### src/rtl/uart_tx_buf.sv
// Byte-wide transmit FIFO between the CPU store path and the uart sink.
// CPU stores fill the FIFO; bytes drain to the sink at most once every DRAIN_DIV cycles.
module uart_tx_buf #(
    parameter int DEPTH     = 8,
    parameter int DRAIN_DIV = 4
) (
    input  logic        clk,
    input  logic        rstn,
    input  logic        cpu_cen,
    input  logic        cpu_wr,
    input  logic        cpu_sel,
    input  logic [7:0]  cpu_wdata,
    output logic [31:0] cpu_rdata,
    output logic        uart_cen,
    output logic        uart_wr,
    output logic [7:0]  uart_wdata,
    output logic        overflow
);
    localparam int PTR_W  = $clog2(DEPTH);
    localparam int CNT_W  = PTR_W + 1;
    localparam int PACE_W = (DRAIN_DIV > 1) ? $clog2(DRAIN_DIV) : 1;
    localparam logic [CNT_W-1:0]  FULL_CNT    = CNT_W'(DEPTH);
    localparam logic [PACE_W-1:0] PACE_RELOAD = PACE_W'(DRAIN_DIV - 1);

    logic [7:0]        mem_q [DEPTH];
    logic [PTR_W-1:0]  wr_ptr_q, wr_ptr_d;
    logic [PTR_W-1:0]  rd_ptr_q, rd_ptr_d;
    logic [CNT_W-1:0]  count_q, count_d;
    logic [PACE_W-1:0] pace_q, pace_d;
    logic              overflow_q, overflow_d;
    logic              uart_cen_q, uart_cen_d;
    logic [7:0]        uart_wdata_q, uart_wdata_d;

    logic push_req, status_wr, full, empty, push_ok, pop;

    always_comb begin
        push_req  = cpu_cen & cpu_wr & ~cpu_sel;
        status_wr = cpu_cen & cpu_wr & cpu_sel;
        full      = (count_q == FULL_CNT);
        empty     = (count_q == '0);
        // Fullness uses the pre-edge count, so a same-cycle pop cannot rescue a push.
        push_ok   = push_req & ~full;
        pop       = ~empty & (pace_q == '0);
    end

    always_comb begin
        wr_ptr_d     = push_ok ? wr_ptr_q + PTR_W'(1) : wr_ptr_q;
        rd_ptr_d     = pop ? rd_ptr_q + PTR_W'(1) : rd_ptr_q;
        count_d      = count_q;
        case ({push_ok, pop})
            2'b10:   count_d = count_q + CNT_W'(1);
            2'b01:   count_d = count_q - CNT_W'(1);
            default: count_d = count_q;
        endcase
        pace_d       = pace_q;
        if (pop)
            pace_d = PACE_RELOAD;
        else if (pace_q != '0)
            pace_d = pace_q - PACE_W'(1);
        overflow_d   = overflow_q;
        if (status_wr)
            overflow_d = 1'b0;
        else if (push_req && full)
            overflow_d = 1'b1;
        uart_cen_d   = pop;
        uart_wdata_d = pop ? mem_q[rd_ptr_q] : uart_wdata_q;
    end

    always_ff @(posedge clk) begin
        if (push_ok)
            mem_q[wr_ptr_q] <= cpu_wdata;
    end

    always_ff @(posedge clk or negedge rstn) begin
        if (!rstn) begin
            wr_ptr_q     <= '0;
            rd_ptr_q     <= '0;
            count_q      <= '0;
            pace_q       <= '0;
            overflow_q   <= 1'b0;
            uart_cen_q   <= 1'b0;
            uart_wdata_q <= 8'h00;
        end else begin
            wr_ptr_q     <= wr_ptr_d;
            rd_ptr_q     <= rd_ptr_d;
            count_q      <= count_d;
            pace_q       <= pace_d;
            overflow_q   <= overflow_d;
            uart_cen_q   <= uart_cen_d;
            uart_wdata_q <= uart_wdata_d;
        end
    end

    always_comb begin
        cpu_rdata = 32'h0;
        if (cpu_cen && !cpu_wr && cpu_sel)
            cpu_rdata = {16'h0, 8'(count_q), 5'b0, overflow_q, full, empty};
    end

    assign uart_cen   = uart_cen_q;
    assign uart_wr    = uart_cen_q;
    assign uart_wdata = uart_wdata_q;
    assign overflow   = overflow_q;
endmodule

### config.mk
export PLATFORM = sky130hd
export DESIGN_NAME = uart_tx_buf
export DESIGN_NICKNAME = d
export VERILOG_FILES = /design/src/rtl/uart_tx_buf.sv
export SDC_FILE = /design/constraint.sdc
export NUM_CORES = 1
export LEC_CHECK = 0
export BUFFER_PORTS_ARGS = -buffer_cell sky130_fd_sc_hd__buf_2
export CAP_MARGIN = 20
export CORE_ASPECT_RATIO = 0.7
export CORE_UTILIZATION = 35
export CTS_CLUSTER_DIAMETER = 30
export DETAILED_ROUTE_END_ITERATION = 10
export PLACE_DENSITY_LB_ADDON = 0.25
export SKIP_CTS_REPAIR_TIMING = 1
export SYNTH_ARGS = -nofsm -noshare
export SYNTH_HDL_FRONTEND = slang
export SYNTH_SLANG_ARGS = --single-unit
### constraint.sdc
create_clock -name clk -period 3.75 [get_ports clk]
set_input_delay 0.9375 -clock clk [delete_from_list [all_inputs] [get_ports clk]]
set_output_delay 0.9375 -clock clk [all_outputs]
set_load 0.01 [all_outputs]
==> results.md, run 1 <==
* Core Area at 10,400 µm²
* Mapped cell area at 3790 µm²
* Synth Area per Inst at 14.6 µm²
* Top FF cell, synth: edfxtp_1
* Root buf cell: clkbuf_16
* Cell count after placement at 419
* Worst EP required at 2.81 ns
* Final Util at 40.6%
* Post-Layout Cell Count at 435
* CP Launch Type: flip-flop
* Final-stage net count at 317
* Mean number of vias per cell at 4.60
* CTS tree: done
* Vias in the first global route at 2,047
* FFs w/ async S/R, synth at 25.6%
* Status: finished, final reports clean
* Largest net degree at the start of global routing at 35
* Count leader, synth: edfxtp_1
* Io pins at 56
* Minimum clock period at 2.66 ns
* CTS sink cnt at 86
* H-tree Lvls at 3
* Slew headroom at 50.5%
* DRT Wirelength at 6860 µm
* First DRT Iteration DRCs at 187
* Crit Path Class: flip-flop to primary output
* Share of layout cells above drive strength 1 at 24.4%
* FP Rows at 31
* GRT Total Usage at 13.6%
* Tcrit/Tclk final at 71.1%
* Routed wire length per instance at 15.8 µm
* First-pass GRT wire length at 11,000 µm
* RSZ-0062 raised after global routing: false
* Part of the Yosys area used for sequential elements at 65.2%
* Commonest cells in the netlist: edfxtp_1 (64), buf_4 (27), dfrtp_1 (22), mux2_2 (19), nand2_1 (19)
* Die W at 126 µm
* Post-synth cell types at 36
* Worst clock skew at 0.0102 ns
* Seq cells post-synth at 86
* Worst Reg-to-Reg Cells at 10
* HPWL Detailed at 4580 µm
* Worst Tran Pin Value at 0.742 ns
* Post-synth top area cell: edfxtp_1
* Total congestion overflow at 0
* Die ar. at 11,300 µm²
* Number of diodes at 0
* YS warnings at 0
* Sum Neg Setup Slack at 0 ns
* Hold path depth at 2
* Hold crit path type: flip-flop to flip-flop
* Initial Util at 36.3%
* Final max-slew violation count at 0
* Lkg Pwr at 0.00165 µW
* Synth top area cells: edfxtp_1 (51%), dfrtp_1 (15%), mux2_2 (5.6%)
* Max VDD drop at 0.262 mV
* RePlAce Congestion at 0.719
* DR pass1 iterations at 4
* Final hold viol count at 0
* Worst slack at placement at 0.931 ns
* Initial antenna violation count at 0
* ANT nets after route at 0
* Final setup viols at 0
* Max capacitance violation total at 0
* Setup WS post-layout at 1.09 ns
* Post-synth EDFFs at 64
* Filler cells at 975
* CP max FO at 8
* CTS Buf Count at 9
* CTS clk-pin slew, worst paths at 0.06 ns
* Post-Synthesis Cells at 260
* Crit path DAT at 1.73 ns
* Skew-Pair Late Insertion Delay at 0.34 ns
* Die height at 89.1 µm
* Layout area overhead at 11.8%
* Yosys top cell area share at 50.7%
* Via count at 1,999
* Pwr/cell area at 713 nW/µm²
* DRC errors left at 0
* I/O Buffers at 30
* Clock Path Buffers at 2
* Highest Clock Rate at 375 MHz
* Critical Path Sink Type: primary output
flip-flops by register name, summed over array words and instances, names as in the netlist:
| signal | cells |
|---|---|
| wr_ptr_q | 3 |
| pace_q | 2 |
| uart_wdata | 8 |
| count_q | 4 |
| rd_ptr_q | 3 |
| uart_cen | 1 |
| mem_q | 64 |
| overflow | 1 |
path summary, 6_finish.rpt:
path	start	end	slack [ns]
worst max-delay path	count_q[2]	cpu_rdata[0]	1.09
worst min-delay path	uart_wdata[1]	uart_wdata[1]	0.48
worst max register to register	count_q[2]	count_q[2]	1.13
worst min register to register	uart_wdata[1]	uart_wdata[1]	0.48
max in group asynchronous	rstn	rd_ptr_q[0]	2.83
min in group asynchronous	rstn	wr_ptr_q[2]	0.57
area by class of cell:
class	count	area (µm²)	area share (%)
sequential	86	2470	58.3
multi-input combinational	158	1110	26.2
clock buffer	11	233	5.49
timing repair buffer	39	218	5.14
tap	132	165	3.90
clock inverter	5	26.3	0.620
inverter	4	15.0	0.354
critical path, stage by stage (launching register included):
cell and delay, ns:
dfrtp_1 0.48, or4_4 0.62, nor3_1 0.14, buf_2 0.15
kinds of logic after synthesis:
kind of cell | Yosys count | share of synthesized area, %
xor gates and xnor gates | 9 | 2.08
AOI/OAI and AO/OA | 31 | 5.68
other | 1 | 0.0989
adders and majority gates | 6 | 1.98
buffers and inverters | 40 | 7.89
muxes | 35 | 9.87
DFF | 86 | 65.2
and+or+nand+nor | 52 | 7.16
stage by stage:
stage	power (µW)	hold slack, ns	instance area [µm²]
2_1_floorplan	2090	0.480	3880
3_3_place_gp	2260	0.463	3980
3_5_place_dp	2270	0.475	3980
4_1_cts	3060	0.489	4240
5_1_grt	3230	0.518	4240
6_report	3020	0.483	4240
layout by cell type, fill, tap and decap left out:
master,synthesis,routed
nor2b_1,1,1
nor3_1,3,3
nor3_2,1,1
mux2i_1,16,16
inv_1,3,3
a41oi_1,1,1
xor2_1,5,5
o22ai_1,8,8
a21oi_1,3,3
nand2b_1,5,5
a31oi_1,2,2
buf_4,27,9
and2_1,6,6
nor3b_1,1,1
ha_1,6,6
clkbuf_16,0,9
or4_4,1,1
nand3b_1,1,1
buf_2,2,30
mux2_2,19,19
edfxtp_1,64,64
conb_1,1,25
nand2_4,1,1
inv_2,1,1
nor4b_2,1,1
dfrtp_1,22,22
a221o_1,8,8
o21ai_0,8,8
clkinvlp_4,0,2
nor4_1,1,1
nor2_1,11,11
a211o_1,1,1
clkinv_1,0,3
nand2_1,19,19
clkbuf_1,1,2
xnor2_1,4,4
power breakdown:
group	leakage, µW	total, µW	internal (µW)	switching [µW]
sequential	0.000843	1300	1180	128
clock	0.000118	782	442	340
combinational	0.000693	933	424	509
metal layers:
layer / vias up / track usage (%) / routed length, µm
li1: 981 / - / -
met1: 959 / 18.9 / 3440
met2: 54 / 20.0 / 2970
met3: 5 / 5.39 / 396
met4: 0 / 3.61 / 57
met5: - / 0 / 0
No activity file was read; power rests on OpenSTA's default activity.
==> run 2: changes to the inputs <==
- clock period: 3.75 -> 2.1 ns (I/O delays scaled with it)
==> run 2 against run 1 <==
The flow now finishes with violations (negative setup slack). Worst hold slack lost 0.32 ns. Clock-buffer cell count grew 2. Clock skew shrank 0.0037 ns. Clock power grew 99%. Sequential power grew 76%. Critical path depth grew 1. Non-clock buffer count grew 23. Combinational power grew 120%. First-iteration DRC count shrank 35%. Largest power group unchanged.
==> results.md, run 2 (same netlist as run 1, synthesis figures left out) <==
* Pwr/cell area at 1310 nW/µm² (+84%)
* Max reg flops at 64 (unchanged)
* Layout area overhead at 19.4%
* First DRT Iteration DRCs at 121 (-35%)
* Crit path largest cell delay at 0.54 ns (-0.08 ns)
* Die W at 126 µm (unchanged)
* Register area at 2470 µm² (unchanged)
* Crit Path Class: flip-flop to primary output
* Flop pwr share at 38.5% (-4.7 points)
* Clock share of power at 26.2% (+0.3 points)
* Filler cells at 957 (-1.8%)
* First-pass GRT wire length at 11,200 µm (+1.8%)
* Critical Path Source: count_q[2]
* Via count at 2,130 (+6.6%)
* Share of layout cells above drive strength 1 at 32.8% (+8.4 points)
* Root buf cell: clkbuf_16
* Number of diodes at 0 (unchanged)
* Routed wire length per instance at 15.8 µm (+0.14%)
* Max VDD drop at 0.645 mV (+150%)
* Final setup viols at 2 (+2)
* CP Launch Type: flip-flop
* Worst Tran Pin Value at 0.533 ns (-0.209 ns)
* Final max-slew violation count at 0 (unchanged)
* Worst path cell trace: or4_4 -> buf_4 -> nor3_2 -> buf_2
* Crit path DAT at 1.68 ns (-0.05 ns)
* Final hold viol count at 0 (unchanged)
* CTS Buf Count at 9 (unchanged)
* Core Area at 10,400 µm² (unchanged)
* Net Sw Frac at 31.4% (-0.93 points)
* H-tree Lvls at 3 (unchanged)
* Highest Clock Rate at 453 MHz
* P_sw at 1870 µW (+91%)
* Worst EP required at 1.57 ns (-1.24 ns)
* Most frequent cells in the layout: edfxtp_1 (64), buf_2 (30), buf_4 (28), conb_1 (25), dfrtp_1 (22)
* DR pass1 iterations at 4 (unchanged)
* DRC errors left at 0 (unchanged)
* CTS sink cnt at 86 (unchanged)
* HPWL Detailed at 4870 µm (+6.3%)
* RSZ-0062 raised after global routing: true
* Status: complete, but fails checks
* RePlAce Congestion at 0.720 (about the same)
* Multi-input logic area at 1160 µm² (+4.9%)
* Worst clock skew at 0.00649 ns (-0.00373 ns)
* Combinational cell fraction of total power at 35.2% (+4.3 points)
* Total congestion overflow at 0 (unchanged)
* Final-stage net count at 340 (+7.3%)
* Skew-Pair Late Insertion Delay at 0.34 ns (about the same)
* Initial antenna violation count at 0 (unchanged)
* CTS clk-pin slew, worst paths at 0.06 ns (about the same)
* ANT nets after route at 0 (unchanged)
* Cell count after placement at 440 (+5.0%)
* Slew headroom at 64.5% (+14 points)
* Register with the most flip-flops: mem_q
* Initial Util at 36.3% (unchanged)
* Pint at 4070 µW (+99%)
* Vias in the first global route at 2,008 (-1.9%)
* GRT Total Usage at 13.9% (+0.27 points)
* Max capacitance violation total at 0 (unchanged)
* DRT Wirelength at 7230 µm (+5.4%)
* Mean number of vias per cell at 4.65 (+1.2%)
* Critical-path top delay cell: or4_4
* Io pins at 56 (unchanged)
* Tcrit/Tclk final at 105%
* Minimum clock period at 2.21 ns
* I/O Buffers at 30 (unchanged)
* Setup WS post-layout at -0.105 ns (-1.19 ns)
* Die ar. at 11,300 µm² (unchanged)
* RR Startpoint: count_q[2]
* Post-Layout Cell Count at 458 (+5.3%)
* FP Rows at 31 (unchanged)
* Critical Path Sink Type: primary output
* Commonest non-fill, non-tap cell in the layout: edfxtp_1
* Hold crit path type: input pin to asynchronous set/reset pin
* Lkg Pwr at 0.00180 µW (+8.9%)
* CP max FO at 2 (-6)
* Die height at 89.1 µm (unchanged)
* CTS tree: done
* Largest net degree at the start of global routing at 35 (unchanged)
* Clock Path Buffers at 2 (unchanged)
* Sum Neg Setup Slack at -0.113 ns (-0.113 ns)
* Failing checks: negative setup slack
==> run 2: changes by cell type in the layout (fill, tap and decap cells not counted), moves of 2 or more <==
cell      previous run  this run
buf_6                0         3
buf_4                9        28
ha_4                 0         2
a21oi_2              0         2
a21oi_1              3         1
nor3_2               1         3
clkinv_1             3         0
ha_1                 6         3
nor3_1               3         1
==> run 2: routing by layer <==
layer / vias up / global-route usage (%) / routed length (µm)
met2: 63 / 21.0 / 3270
met1: 1038 / 19.2 / 3580
met3: 5 / 4.43 / 343
met4: 0 / 4.27 / 40
met5: - / 0 / 0
li1: 1024 / - / -
==> run 2: area by class of cell <==
| cell class | count | area share (%) |
|---|---|---|
| clock buffers | 13 | 5.53 |
| clock inverters | 3 | 0.995 |
| inverters | 4 | 0.387 |
| multi-input cells | 158 | 25.7 |
| flip-flops and latches | 86 | 54.6 |
| well taps | 132 | 3.65 |
| repair buffers | 62 | 9.15 |
==> run 2: through the flow <==
step | utilization, % | setup slack [ns] | instance area, µm² | hold slack [ns] | total power (µW)
2_1_floorplan | - | -0.141 | 3900 | 0.229 | 3780
3_3_place_gp | 40.0 | -0.00497 | 4170 | 0.461 | 4300
3_5_place_dp | 40.0 | -0.00319 | 4170 | 0.470 | 4320
4_1_cts | 42.8 | -0.168 | 4470 | 0.172 | 5920
5_1_grt | 43.4 | -0.161 | 4530 | 0.202 | 6280
6_report | 43.4 | -0.105 | 4530 | 0.167 | 5940
==> run 2: critical path, delay by kind of cell (launching register included) <==
kind,cells,cell delay (ns)
buffers and inverters,2,0.31
flip-flops,1,0.39
AND/OR/NAND/NOR,2,0.65
==> run 2: final timing paths <==
path / cells past startpoint / slack, ns / to
setup / recovery: 4 / -0.11 / cpu_rdata[0]
hold / removal: 1 / 0.17 / count_q[0]
setup reg to reg: 10 / -0.01 / count_q[2]
hold reg to reg: 2 / 0.48 / uart_wdata[6]
max in group asynchronous: 1 / 1.57 / uart_cen
min in group clk: 2 / 0.42 / overflow
==> run 2: power groups by stage <==
stage / logic [µW] / clock network [µW] / registers [µW]
2_1_floorplan: 1460 / 0 / 2320
3_3_place_gp: 2000 / 0 / 2300
3_5_place_dp: 2010 / 0 / 2310
4_1_cts: 2030 / 1600 / 2280
5_1_grt: 2300 / 1660 / 2320
6_report: 2090 / 1560 / 2290
==> run 3: changes to the inputs <==
- TNS_END_PERCENT: default -> 1
==> run 3 against run 2 <==
The flow still finishes with violations (negative setup slack). Die area is the same. Setup slack gained 0.024 ns. Critical endpoint unchanged. Design area shrank 1.5%. Maximum frequency grew 1.1%. Clock power is essentially flat. Via count shrank 2.1%.
==> results.md, run 3 (same netlist as run 1, synthesis figures left out) <==
* Setup WS post-layout at -0.0817 ns (+0.0236 ns)
* Hold crit path type: input pin to asynchronous set/reset pin
* H-tree Lvls at 3 (unchanged)
* RePlAce Congestion at 0.709 (-1.5%)
* Minimum clock period at 2.18 ns (-0.0236 ns)
* Status: complete, but fails checks
* I/O Buffers at 30 (unchanged)
* Skew-Pair Late Insertion Delay at 0.35 ns (about the same)
* CTS Buf Count at 9 (unchanged)
* ANT nets after route at 0 (unchanged)
* Layout area overhead at 17.6%
* CTS clk-pin slew, worst paths at 0.06 ns (about the same)
* Initial antenna violation count at 0 (unchanged)
* Die W at 126 µm (unchanged)
* Final Util at 42.7% (-0.67 points)
* Root buf cell: clkbuf_16
* Share of layout cells above drive strength 1 at 31.7% (-1.2 points)
* DRT Wirelength at 7040 µm (-2.7%)
* Pwr/cell area at 1310 nW/µm² (about the same)
* Die ar. at 11,300 µm² (unchanged)
* CP Launch Type: flip-flop
* Slew headroom at 59.7% (-4.8 points)
* Filler cells at 973 (+1.7%)
* Worst clock skew at 0.00822 ns (+0.00173 ns)
* DR pass1 iterations at 4 (unchanged)
* First DRT Iteration DRCs at 165 (+36%)
* Initial Util at 36.3% (unchanged)
* Commonest non-fill, non-tap cell in the layout: edfxtp_1
* Final-stage net count at 333 (-2.1%)
* FP Rows at 31 (unchanged)
* Final setup viols at 2 (unchanged)
* Design Power at 5840 µW (-1.6%)
* Critical Path Sink Type: primary output
* Max VDD drop at 0.552 mV (-14%)
* WHS at 0.140 ns (-0.0272 ns)
* Largest net degree at the start of global routing at 35 (unchanged)
* Post-route cell area at 4460 µm² (-1.5%)
* CTS tree: done
* Final hold viol count at 0 (unchanged)
* Routed wire length per instance at 15.6 µm (-1.2%)
* Most frequent cells in the layout: edfxtp_1 (64), buf_2 (30), conb_1 (25), buf_4 (23), dfrtp_1 (22)
* Final max-slew violation count at 0 (unchanged)
* RSZ-0062 raised after global routing: true
* CP max FO at 2 (unchanged)
* Worst slack at placement at -0.0556 ns (-0.0524 ns)
* Clock Path Buffers at 2 (unchanged)
* CTS sink cnt at 86 (unchanged)
* Register with the most flip-flops: mem_q
* Lkg Pwr at 0.00176 µW (-2.1%)
* DRC errors left at 0 (unchanged)
* Max capacitance violation total at 0 (unchanged)
* Core Area at 10,400 µm² (unchanged)
* Via count at 2,085 (-2.1%)
* Die height at 89.1 µm (unchanged)
* GRT Total Usage at 14.3% (+0.36 points)
* Worst EP required at 1.57 ns (about the same)
* Tcrit/Tclk final at 104% (-1.1 points)
* Mean number of vias per cell at 4.62 (-0.59%)
* Vias in the first global route at 2,123 (+5.7%)
* Worst Tran Pin Value at 0.604 ns (+0.0709 ns)
* HPWL Detailed at 4800 µm (-1.3%)
* Highest Clock Rate at 458 MHz (+1.1%)
* Failing checks: negative setup slack
* Total congestion overflow at 0 (unchanged)
* Crit path DAT at 1.66 ns (-0.02 ns)
* Max reg flops at 64 (unchanged)
* Io pins at 56 (unchanged)
* Dpl cell area at 4120 µm² (-1.1%)
* Number of diodes at 0 (unchanged)
* Crit Path Class: flip-flop to primary output
* First-pass GRT wire length at 11,400 µm (+2.0%)
[run 3: cell count changes in the layout (fill, tap and decap cells not counted), sizes merged]
cell      before  now
clkbuf        13   11
clkinv         0    3
buf           62   55
clkinvlp       2    1
[run 3: worst paths after layout]
kind,start,to,slack [ns],cells after the start
worst max-delay path,count_q[2],cpu_rdata[0],-0.08,4
worst min-delay path,rstn,wr_ptr_q[0],0.14,1
worst max register to register,count_q[2],count_q[2],-0.01,10
worst min register to register,uart_wdata[1],uart_wdata[1],0.47,2
max in group asynchronous,rstn,uart_wdata[1],1.61,1
min in group clk,cpu_sel,overflow,0.43,2
[run 3: per-stage QoR]
| step | TNS [ns] | std cells |
|---|---|---|
| 6_report | -0.0956 | 451 |
| 5_1_grt | -0.382 | 451 |
| 4_1_cts | -0.319 | 450 |
| 3_5_place_dp | -0.0858 | 434 |
| 3_3_place_gp | -0.0426 | 434 |
| 2_1_floorplan | -0.251 | 284 |
[run 3: final cells by class]
type / count / area (µm²) / area share, %
flip-flops and latches: 86 / 2470 / 55.5
well taps: 132 / 165 / 3.71
clock inverters: 5 / 60.1 / 1.35
multi-input cells: 158 / 1140 / 25.7
clock buffers: 11 / 243 / 5.45
inverters: 4 / 17.5 / 0.393
repair buffers: 55 / 354 / 7.94
[run 3: power by group]
part	leakage (µW)	switching [µW]	total (µW)	internal (µW)
clock	0.000146	629	1580	955
sequential	0.000843	185	2290	2100
combinational	0.000775	1020	1970	955
total	0.00176	1830	5840	4010
[run 3: critical path, cell delays in order, from the launching register on]
cell	delay [ns]
dfrtp_1	0.37
or4_4	0.56
buf_6	0.14
nor3_2	0.09
buf_2	0.15
[run 3: routing by layer]
metal	part of all wire (%)	track usage (%)
met1	47	18.7
met2	48	22.0
met3	3.6	5.27
met4	1.2	4.93
met5	0	0
